## config.mk

```make
export PLATFORM = sky130hd
export DESIGN_NAME = rq_arbiter_flat
export DESIGN_NICKNAME = d
export VERILOG_FILES = /design/src/rtl/rq_arbiter_if.sv /design/src/rtl/rq_arbiter.sv /design/src/flat_wrapper.sv
export SDC_FILE = /design/constraint.sdc
export NUM_CORES = 1
export LEC_CHECK = 0
export BUFFER_PORTS_ARGS = -buffer_cell sky130_fd_sc_hd__buf_2
export CAP_MARGIN = 20
export CORE_AREA = 4 4 231 233
export CTS_CLUSTER_SIZE = 30
export DETAILED_ROUTE_END_ITERATION = 12
export DIE_AREA = 0 0 235 237
export GPL_ROUTABILITY_DRIVEN = 0
export SETUP_SLACK_MARGIN = 0.1
export SYNTH_ARGS = -nofsm -noshare
export SYNTH_HDL_FRONTEND = slang
export SYNTH_SLANG_ARGS = --single-unit
```

## constraint.sdc

```tcl
create_clock -name user_clk -period 2.36 [get_ports user_clk]
set_input_delay 0.354 -clock user_clk [delete_from_list [all_inputs] [get_ports user_clk]]
set_output_delay 0.354 -clock user_clk [all_outputs]
set_load 0.01 [all_outputs]
```

## src/rtl/rq_arbiter_if.sv

```systemverilog
// RQ AXI-Stream bundle shared by the requester ports and the PCIe core port.
// tready is 4 bits wide to match the hard-core RQ interface; every bit carries
// the same value on the requester side and only bit 0 is meaningful from the core.
interface rq_axis_if #(
  parameter int DATA_W = 128,
  parameter int USER_W = 62,
  parameter int KEEP_W = DATA_W / 32
) ();

  logic [DATA_W-1:0] tdata;
  logic [USER_W-1:0] tuser;
  logic [KEEP_W-1:0] tkeep;
  logic              tlast;
  logic              tvalid;
  logic [3:0]        tready;

  // Stream producer: drives payload and valid, observes ready.
  modport master (
    output tdata,
    output tuser,
    output tkeep,
    output tlast,
    output tvalid,
    input  tready
  );

  // Stream consumer: observes payload and valid, drives ready.
  modport slave (
    input  tdata,
    input  tuser,
    input  tkeep,
    input  tlast,
    input  tvalid,
    output tready
  );

endinterface

```

## src/rtl/rq_arbiter.sv

```systemverilog
// Two-port packet-level round-robin arbiter for the PCIe RQ AXI-Stream path.
// Port 0 is the doorbell writer, port 1 the DMA/command requester. The grant is
// held for a whole TLP so beats of different requesters never interleave, and a
// single output register sits in front of the PCIe core.
//
// state   | meaning
// --------+-----------------------------------------------------------------
// ST_IDLE | no grant held; a contest between requesting ports is resolved here
// ST_GNT0 | port 0 owns the output until its tlast beat is accepted
// ST_GNT1 | port 1 owns the output until its tlast beat is accepted
module rq_arbiter #(
  parameter int AXI4_RQ_TUSER_WIDTH = 62,
  parameter int C_DATA_WIDTH        = 128,
  parameter int KEEP_WIDTH          = C_DATA_WIDTH / 32
) (
  input  logic      user_clk,
  input  logic      user_reset,
  input  logic      user_lnk_up,
  rq_axis_if.slave  s0_axis_rq,
  rq_axis_if.slave  s1_axis_rq,
  rq_axis_if.master m_axis_rq
);

  localparam logic [1:0] ST_IDLE = 2'd0;
  localparam logic [1:0] ST_GNT0 = 2'd1;
  localparam logic [1:0] ST_GNT1 = 2'd2;

  // Link down behaves exactly like reset: in-flight TLP dropped, grant lost.
  logic clr;

  logic [1:0] state_q, state_d;
  logic       last_grant_q, last_grant_d;

  logic                           m_tvalid_q, m_tvalid_d;
  logic [C_DATA_WIDTH-1:0]        m_tdata_q, m_tdata_d;
  logic [AXI4_RQ_TUSER_WIDTH-1:0] m_tuser_q, m_tuser_d;
  logic [KEEP_WIDTH-1:0]          m_tkeep_q, m_tkeep_d;
  logic                           m_tlast_q, m_tlast_d;

  logic can_load;
  logic grant0, grant1;
  logic s0_ready, s1_ready;
  logic s0_accept, s1_accept;
  logic s0_last_accept, s1_last_accept;

  // The core only drives bit 0 meaningfully; the upper bits are ignored.
  logic m_tready_unused;

  assign clr             = user_reset | ~user_lnk_up;
  assign m_tready_unused = ^m_axis_rq.tready[3:1];

  // Output register can take a new beat when empty or being drained this cycle.
  assign can_load = ~m_tvalid_q | m_axis_rq.tready[0];

  assign grant0 = (state_q == ST_GNT0);
  assign grant1 = (state_q == ST_GNT1);

  // Ready is a function of grant state and output occupancy only, never of any
  // source tvalid. Gating with clr keeps a beat from being taken on the very
  // edge that discards the in-flight packet.
  assign s0_ready = grant0 & can_load & ~clr;
  assign s1_ready = grant1 & can_load & ~clr;

  assign s0_axis_rq.tready = {4{s0_ready}};
  assign s1_axis_rq.tready = {4{s1_ready}};

  assign s0_accept      = s0_axis_rq.tvalid & s0_ready;
  assign s1_accept      = s1_axis_rq.tvalid & s1_ready;
  assign s0_last_accept = s0_accept & s0_axis_rq.tlast;
  assign s1_last_accept = s1_accept & s1_axis_rq.tlast;

  // Grant FSM: resolve contests in IDLE, hold the grant until tlast is taken.
  always_comb begin
    state_d      = state_q;
    last_grant_d = last_grant_q;
    case (state_q)
      ST_IDLE: begin
        if (s0_axis_rq.tvalid && s1_axis_rq.tvalid) begin
          // Both requesting: the port that did not win last time goes next.
          if (last_grant_q) begin
            state_d      = ST_GNT0;
            last_grant_d = 1'b0;
          end else begin
            state_d      = ST_GNT1;
            last_grant_d = 1'b1;
          end
        end else if (s0_axis_rq.tvalid) begin
          state_d      = ST_GNT0;
          last_grant_d = 1'b0;
        end else if (s1_axis_rq.tvalid) begin
          state_d      = ST_GNT1;
          last_grant_d = 1'b1;
        end
      end
      ST_GNT0: begin
        if (s0_last_accept) begin
          state_d = ST_IDLE;
        end
      end
      ST_GNT1: begin
        if (s1_last_accept) begin
          state_d = ST_IDLE;
        end
      end
      default: begin
        state_d = ST_IDLE;
      end
    endcase
  end

  // Output register: load on accept, drain when the core takes it, else hold.
  always_comb begin
    m_tvalid_d = m_tvalid_q;
    m_tdata_d  = m_tdata_q;
    m_tuser_d  = m_tuser_q;
    m_tkeep_d  = m_tkeep_q;
    m_tlast_d  = m_tlast_q;
    if (s0_accept) begin
      m_tvalid_d = 1'b1;
      m_tdata_d  = s0_axis_rq.tdata;
      m_tuser_d  = s0_axis_rq.tuser;
      m_tkeep_d  = s0_axis_rq.tkeep;
      m_tlast_d  = s0_axis_rq.tlast;
    end else if (s1_accept) begin
      m_tvalid_d = 1'b1;
      m_tdata_d  = s1_axis_rq.tdata;
      m_tuser_d  = s1_axis_rq.tuser;
      m_tkeep_d  = s1_axis_rq.tkeep;
      m_tlast_d  = s1_axis_rq.tlast;
    end else if (m_axis_rq.tready[0]) begin
      // Payload fields are left as-is; only valid drops once consumed.
      m_tvalid_d = 1'b0;
    end
  end

  // State and output flops; reset or link loss clears everything on the next edge.
  always_ff @(posedge user_clk) begin
    if (clr) begin
      state_q      <= ST_IDLE;
      last_grant_q <= 1'b1;
      m_tvalid_q   <= 1'b0;
      m_tdata_q    <= '0;
      m_tuser_q    <= '0;
      m_tkeep_q    <= '0;
      m_tlast_q    <= 1'b0;
    end else begin
      state_q      <= state_d;
      last_grant_q <= last_grant_d;
      m_tvalid_q   <= m_tvalid_d;
      m_tdata_q    <= m_tdata_d;
      m_tuser_q    <= m_tuser_d;
      m_tkeep_q    <= m_tkeep_d;
      m_tlast_q    <= m_tlast_d;
    end
  end

  assign m_axis_rq.tvalid = m_tvalid_q;
  assign m_axis_rq.tdata  = m_tdata_q;
  assign m_axis_rq.tuser  = m_tuser_q;
  assign m_axis_rq.tkeep  = m_tkeep_q;
  assign m_axis_rq.tlast  = m_tlast_q;

endmodule

```

## src/flat_wrapper.sv

```systemverilog
// flat-port wrapper written by rule: the top's interface ports become plain ports
module rq_arbiter_flat 
#(
  parameter int AXI4_RQ_TUSER_WIDTH = 62,
  parameter int C_DATA_WIDTH        = 128,
  parameter int KEEP_WIDTH          = C_DATA_WIDTH / 32
)
  (user_clk, user_reset, user_lnk_up, s0_axis_rq_tdata, s0_axis_rq_tuser, s0_axis_rq_tkeep, s0_axis_rq_tlast, s0_axis_rq_tvalid, s0_axis_rq_tready, s1_axis_rq_tdata, s1_axis_rq_tuser, s1_axis_rq_tkeep, s1_axis_rq_tlast, s1_axis_rq_tvalid, s1_axis_rq_tready, m_axis_rq_tdata, m_axis_rq_tuser, m_axis_rq_tkeep, m_axis_rq_tlast, m_axis_rq_tvalid, m_axis_rq_tready);
  rq_axis_if #(.DATA_W(128), .USER_W(62), .KEEP_W(4)) s0_axis_rq_i ();
  rq_axis_if #(.DATA_W(128), .USER_W(62), .KEEP_W(4)) s1_axis_rq_i ();
  rq_axis_if #(.DATA_W(128), .USER_W(62), .KEEP_W(4)) m_axis_rq_i ();
  input  logic user_clk;
  input  logic user_reset;
  input  logic user_lnk_up;
  input wire logic [$bits(s0_axis_rq_i.tdata)-1:0] s0_axis_rq_tdata;
  input wire logic [$bits(s0_axis_rq_i.tuser)-1:0] s0_axis_rq_tuser;
  input wire logic [$bits(s0_axis_rq_i.tkeep)-1:0] s0_axis_rq_tkeep;
  input wire logic [$bits(s0_axis_rq_i.tlast)-1:0] s0_axis_rq_tlast;
  input wire logic [$bits(s0_axis_rq_i.tvalid)-1:0] s0_axis_rq_tvalid;
  output wire logic [$bits(s0_axis_rq_i.tready)-1:0] s0_axis_rq_tready;
  input wire logic [$bits(s1_axis_rq_i.tdata)-1:0] s1_axis_rq_tdata;
  input wire logic [$bits(s1_axis_rq_i.tuser)-1:0] s1_axis_rq_tuser;
  input wire logic [$bits(s1_axis_rq_i.tkeep)-1:0] s1_axis_rq_tkeep;
  input wire logic [$bits(s1_axis_rq_i.tlast)-1:0] s1_axis_rq_tlast;
  input wire logic [$bits(s1_axis_rq_i.tvalid)-1:0] s1_axis_rq_tvalid;
  output wire logic [$bits(s1_axis_rq_i.tready)-1:0] s1_axis_rq_tready;
  output wire logic [$bits(m_axis_rq_i.tdata)-1:0] m_axis_rq_tdata;
  output wire logic [$bits(m_axis_rq_i.tuser)-1:0] m_axis_rq_tuser;
  output wire logic [$bits(m_axis_rq_i.tkeep)-1:0] m_axis_rq_tkeep;
  output wire logic [$bits(m_axis_rq_i.tlast)-1:0] m_axis_rq_tlast;
  output wire logic [$bits(m_axis_rq_i.tvalid)-1:0] m_axis_rq_tvalid;
  input wire logic [$bits(m_axis_rq_i.tready)-1:0] m_axis_rq_tready;
  assign s0_axis_rq_i.tdata = s0_axis_rq_tdata;
  assign s0_axis_rq_i.tuser = s0_axis_rq_tuser;
  assign s0_axis_rq_i.tkeep = s0_axis_rq_tkeep;
  assign s0_axis_rq_i.tlast = s0_axis_rq_tlast;
  assign s0_axis_rq_i.tvalid = s0_axis_rq_tvalid;
  assign s0_axis_rq_tready = s0_axis_rq_i.tready;
  assign s1_axis_rq_i.tdata = s1_axis_rq_tdata;
  assign s1_axis_rq_i.tuser = s1_axis_rq_tuser;
  assign s1_axis_rq_i.tkeep = s1_axis_rq_tkeep;
  assign s1_axis_rq_i.tlast = s1_axis_rq_tlast;
  assign s1_axis_rq_i.tvalid = s1_axis_rq_tvalid;
  assign s1_axis_rq_tready = s1_axis_rq_i.tready;
  assign m_axis_rq_tdata = m_axis_rq_i.tdata;
  assign m_axis_rq_tuser = m_axis_rq_i.tuser;
  assign m_axis_rq_tkeep = m_axis_rq_i.tkeep;
  assign m_axis_rq_tlast = m_axis_rq_i.tlast;
  assign m_axis_rq_tvalid = m_axis_rq_i.tvalid;
  assign m_axis_rq_i.tready = m_axis_rq_tready;
  rq_arbiter #(.AXI4_RQ_TUSER_WIDTH(AXI4_RQ_TUSER_WIDTH), .C_DATA_WIDTH(C_DATA_WIDTH), .KEEP_WIDTH(KEEP_WIDTH)) u_core (.user_clk(user_clk), .user_reset(user_reset), .user_lnk_up(user_lnk_up), .s0_axis_rq(s0_axis_rq_i), .s1_axis_rq(s1_axis_rq_i), .m_axis_rq(m_axis_rq_i));
endmodule
```

==> flow_results.xml <==
<?xml version="1.0" encoding="UTF-8"?>
<metrics>
  <group name="floorplan">
    <metric name="floorplan.die.height" unit="um">237</metric>
    <metric name="initial_standard_cell_utilization_of_the_core" unit="%">22.04</metric>
    <metric name="die_width" unit="um">235</metric>
    <metric name="num_io_pins" unit="">603</metric>
    <metric name="floorplan.die_area" unit="sq um">55700</metric>
    <metric name="core_area" unit="sq um">51200</metric>
    <metric name="floorplan.rows" unit="">83</metric>
  </group>
  <group name="worst_setup_path">
    <metric name="crit_path_top_delay_cell" unit="">sky130_fd_sc_hd__nor2b_1</metric>
    <metric name="critical-path-max-stage-delay" unit="ns">0.47</metric>
    <metric name="worst-endpoint-arrival" unit="ns">1.75</metric>
    <metric name="cp_cell_sequence" unit="">nor2b_1 &gt; nor4b_2 &gt; buf_4 &gt; buf_2</metric>
    <metric name="worst-endpoint-required" unit="ns">2.01</metric>
    <metric name="number_of_buffers_and_inverters_on_the_critical_path" unit="">2</metric>
    <metric name="timing.critical_path.to_type" unit="">primary output</metric>
    <metric name="critical_path_source_type" unit="">register</metric>
    <metric name="critPathKind" unit="">register to primary output</metric>
    <metric name="critical_path_source" unit="">u_core.m_axis_rq.tvalid</metric>
    <metric name="timing.rr.start" unit="">u_core.state_q[0]</metric>
    <metric name="critical_path_peak_fanout" unit="">5</metric>
    <metric name="crit_family" unit="">simple AND/OR/NAND/NOR gates</metric>
  </group>
  <group name="detailed_routing">
    <metric name="detail-route-antenna-nets" unit="">0</metric>
    <metric name="vias_per_cell" unit="">4.761</metric>
    <metric name="drt_iter0_markers" unit="">580</metric>
    <metric name="drt_pre_antenna_iters" unit="">5</metric>
    <metric name="route.final.wire_length" unit="mm">40.96</metric>
    <metric name="drc" unit="">0</metric>
    <metric name="dr_total_vias" unit="">11270</metric>
    <metric name="drt-wirelength-per-cell" unit="um">17.30</metric>
  </group>
  <group name="cells_and_area">
    <metric name="post-route-util" unit="%">30.42</metric>
    <metric name="layout-drive-gt1-share" unit="%">49.67</metric>
    <metric name="layout.area.seq" unit="sq um">3988</metric>
    <metric name="layout.nets" unit="">2071</metric>
    <metric name="area.growth.synth_to_final" unit="%">38.02</metric>
    <metric name="multi_input_gate_area" unit="sq um">5777</metric>
    <metric name="n_fill_cell" unit="">5407</metric>
    <metric name="finish.instance_area" unit="sq um">15570</metric>
  </group>
  <group name="logic_synthesis">
    <metric name="synth-seq-area-share" unit="%">35.30</metric>
    <metric name="synth.distinct_cells" unit="">26</metric>
    <metric name="synth.top_cell.area_share" unit="%">35.30</metric>
    <metric name="syn-cell-area" unit="sq um">11280</metric>
    <metric name="syn_inst" unit="">1164</metric>
    <metric name="yosys.area.top_type" unit="">sky130_fd_sc_hd__dfxtp_1</metric>
    <metric name="postSynthAreaPerCell" unit="sq um">9.695</metric>
    <metric name="yosys_warning_count" unit="">0</metric>
    <metric name="synth_area_leaders" unit="">sky130_fd_sc_hd__dfxtp_1 (35%), sky130_fd_sc_hd__a221oi_2 (20%), sky130_fd_sc_hd__o32ai_1 (15%)</metric>
    <metric name="postSynthRegisterBits" unit="">199</metric>
    <metric name="synth.net_count" unit="">1563</metric>
  </group>
  <group name="global_route">
    <metric name="number_of_global_route_vias_before_repair" unit="">10900</metric>
    <metric name="grt_usage" unit="%">13.97</metric>
    <metric name="antenna_found_initial" unit="">4</metric>
    <metric name="largest_net_degree_at_the_start_of_global_routing" unit="">143</metric>
    <metric name="grt_first_pass_wirelength" unit="mm">62.07</metric>
    <metric name="globalRoute.totalOverflow" unit="">0</metric>
  </group>
  <group name="clock_network">
    <metric name="clock-root-buffer" unit="">sky130_fd_sc_hd__clkbuf_16</metric>
    <metric name="clock_latency" unit="ns">0.46</metric>
    <metric name="path_clk_slew" unit="ns">0.08</metric>
    <metric name="post_cts_setup_repair_buffer_count" unit="">0</metric>
    <metric name="cts_tree" unit="">done</metric>
    <metric name="cts_num_sinks" unit="">199</metric>
    <metric name="tritoncts.num_buffers" unit="">17</metric>
    <metric name="clockBufferDepth" unit="">2</metric>
    <metric name="cts_max_level" unit="">4</metric>
  </group>
  <group name="status">
    <metric name="status" unit="">completed</metric>
  </group>
  <group name="pwr">
    <metric name="powerDensity" unit="nW/um^2">492.2</metric>
    <metric name="leakagePower" unit="nW">5.648</metric>
    <metric name="overall_power" unit="mW">7.666</metric>
    <metric name="seqPwrFrac" unit="%">44.4</metric>
    <metric name="netSwitchingPower" unit="mW">2.028</metric>
    <metric name="power_switching_share" unit="%">26.46</metric>
    <metric name="power.share.clock" unit="%">40.7</metric>
    <metric name="power.internal" unit="mW">5.638</metric>
    <metric name="peakVddDrop" unit="mV">0.4152</metric>
    <metric name="power.share.combinational" unit="%">14.9</metric>
  </group>
  <group name="placed_design">
    <metric name="dpl_cell_area" unit="sq um">14940</metric>
    <metric name="numPortBuffers" unit="">599</metric>
    <metric name="dp_hpwl" unit="mm">31.03</metric>
  </group>
  <group name="timing">
    <metric name="finalHoldViolations" unit="">0</metric>
    <metric name="setup-tns-final" unit="ns">0</metric>
    <metric name="worstMarginPinSlew" unit="ns">0.8315</metric>
    <metric name="setup_repair_after_global_routing_missed_its_margin" unit="">false</metric>
    <metric name="fin_skew" unit="ns">0.01089</metric>
    <metric name="report.final.setup_viol" unit="">0</metric>
    <metric name="final-max-slew-violation-count" unit="">0</metric>
    <metric name="final_period_minus_worst_setup_slack" unit="ns">2.100</metric>
    <metric name="relSlewSlack" unit="%">44.56</metric>
    <metric name="final.period_utilization" unit="%">89.00</metric>
    <metric name="hold_ws" unit="ns">0.2331</metric>
    <metric name="max_freq" unit="GHz">0.4761</metric>
  </group>
  <group name="run">
    <metric name="max-cap-violations" unit="">0</metric>
  </group>
  <group name="worst_hold_path">
    <metric name="worst_hold_startpoint" unit="">user_reset</metric>
    <metric name="worstHoldPathType" unit="">input port to register</metric>
  </group>
</metrics>
[cell usage in the layout (no fill, tap or decap), types with 3 or more instances in the layout]
| cell | netlist | final |
|---|---|---|
| sky130_fd_sc_hd__buf_2 | 41 | 599 |
| sky130_fd_sc_hd__dfxtp_1 | 199 | 198 |
| sky130_fd_sc_hd__inv_1 | 196 | 196 |
| sky130_fd_sc_hd__nand2b_1 | 197 | 195 |
| sky130_fd_sc_hd__o32ai_1 | 194 | 194 |
| sky130_fd_sc_hd__a221oi_2 | 150 | 150 |
| sky130_fd_sc_hd__a221oi_1 | 44 | 44 |
| sky130_fd_sc_hd__buf_4 | 15 | 32 |
| sky130_fd_sc_hd__buf_12 | 0 | 18 |
| sky130_fd_sc_hd__clkbuf_16 | 0 | 17 |
| sky130_fd_sc_hd__bufinv_16 | 0 | 3 |
| sky130_fd_sc_hd__clkinvlp_4 | 0 | 3 |
[layer usage]
metal | routed length [um] | GRT usage (%) | share of wire, % | vias to the layer above
met5 | 41 | 0 | 0.10 | -
met4 | 1215 | 5.747 | 3.0 | 6
met3 | 3062 | 4.193 | 7.5 | 64
met2 | 20290 | 24.09 | 50 | 467
met1 | 16350 | 16.19 | 40 | 5310
li1 | - | - | - | 5423
[power groups by stage]
stage	clock network, mW	registers [mW]	logic (mW)
final	3.12	3.40	1.14
after global routing	3.39	3.41	1.23
after CTS	3.27	3.40	1.15
after detailed placement	0	3.48	1.14
after global placement	0	3.48	1.12
after floorplan	0	3.49	0.583
[worst register-to-register path: cells and delay by family, from the launching register on]
family | cells | cell delay, ns
compound gates | 2 | 0.64
flops | 1 | 0.54
simple gates | 1 | 0.27
buf+inv | 1 | 0.49
[state kept, by name, indices dropped and copies added, names as in the netlist]
name                     cells
u_core.state_q               2
u_core.m_axis_rq.tvalid      1
u_core.last_grant_q          1
u_core.m_axis_rq.tuser      62
u_core.m_axis_rq.tkeep       4
u_core.m_axis_rq.tlast       1
u_core.m_axis_rq.tdata     128
[stage by stage]
step           worst slack, ns  instances
2_1_floorplan           0.3906       1164
3_3_place_gp            0.3694       2333
3_5_place_dp            0.3354       2333
4_1_cts                 0.1884       2365
5_1_grt                 0.1337       2366
6_report                0.2595       2367
[kinds of logic after synthesis]
logic type      synth area share [%]
simple gates                   11.75
flops                          35.30
compound gates                 39.02
buf+inv                        13.93
[worst paths after layout]
kind / endpoint / slack (ns) / depth (start not counted)
worst min register to register: u_core.m_axis_rq.tdata[67] / 0.46 / 2
worst min-delay path: u_core.last_grant_q / 0.23 / 3
worst max register to register: u_core.m_axis_rq.tdata[68] / 0.27 / 4
worst max-delay path: s0_axis_rq_tready[3] / 0.26 / 4
[cell type report]
| cell class | count | area share, % |
|---|---|---|
| clock buffer | 20 | 2.932 |
| sequential | 199 | 25.60 |
| tap | 680 | 5.463 |
| clock inverter | 12 | 1.052 |
| antenna | 2 | 0.03213 |
| multi-input combinational | 609 | 37.09 |
| timing repair buffer | 649 | 23.10 |
| inverter | 196 | 4.724 |
[Yosys cell counts]
| cell | number |
|---|---|
| sky130_fd_sc_hd__dfxtp_1 | 199 |
| sky130_fd_sc_hd__nand2b_1 | 197 |
| sky130_fd_sc_hd__inv_1 | 196 |
| sky130_fd_sc_hd__o32ai_1 | 194 |
| sky130_fd_sc_hd__a221oi_2 | 150 |
| sky130_fd_sc_hd__clkbuf_1 | 87 |
| sky130_fd_sc_hd__a221oi_1 | 44 |
| sky130_fd_sc_hd__buf_2 | 41 |
| sky130_fd_sc_hd__buf_6 | 17 |
| sky130_fd_sc_hd__buf_4 | 15 |
| sky130_fd_sc_hd__nand2_1 | 3 |
| sky130_fd_sc_hd__a21oi_1 | 2 |
| sky130_fd_sc_hd__and3b_1 | 2 |
| sky130_fd_sc_hd__nor2_1 | 2 |
| sky130_fd_sc_hd__nor2b_1 | 2 |
| sky130_fd_sc_hd__nor3_1 | 2 |
| sky130_fd_sc_hd__nor4b_1 | 2 |
| sky130_fd_sc_hd__a2111oi_0 | 1 |
| sky130_fd_sc_hd__a32o_1 | 1 |
| sky130_fd_sc_hd__and3_1 | 1 |
| sky130_fd_sc_hd__nand3_1 | 1 |
| sky130_fd_sc_hd__nor4_1 | 1 |
| sky130_fd_sc_hd__o221ai_2 | 1 |
| sky130_fd_sc_hd__o22ai_1 | 1 |
| sky130_fd_sc_hd__o311ai_0 | 1 |
| sky130_fd_sc_hd__o31ai_1 | 1 |
[what timing repair did]
action	CTS	global route
hold buffers	0	0
setup endpoints to repair	2	0
resized for setup	1	0
No activity file was read; power rests on OpenSTA's default activity.
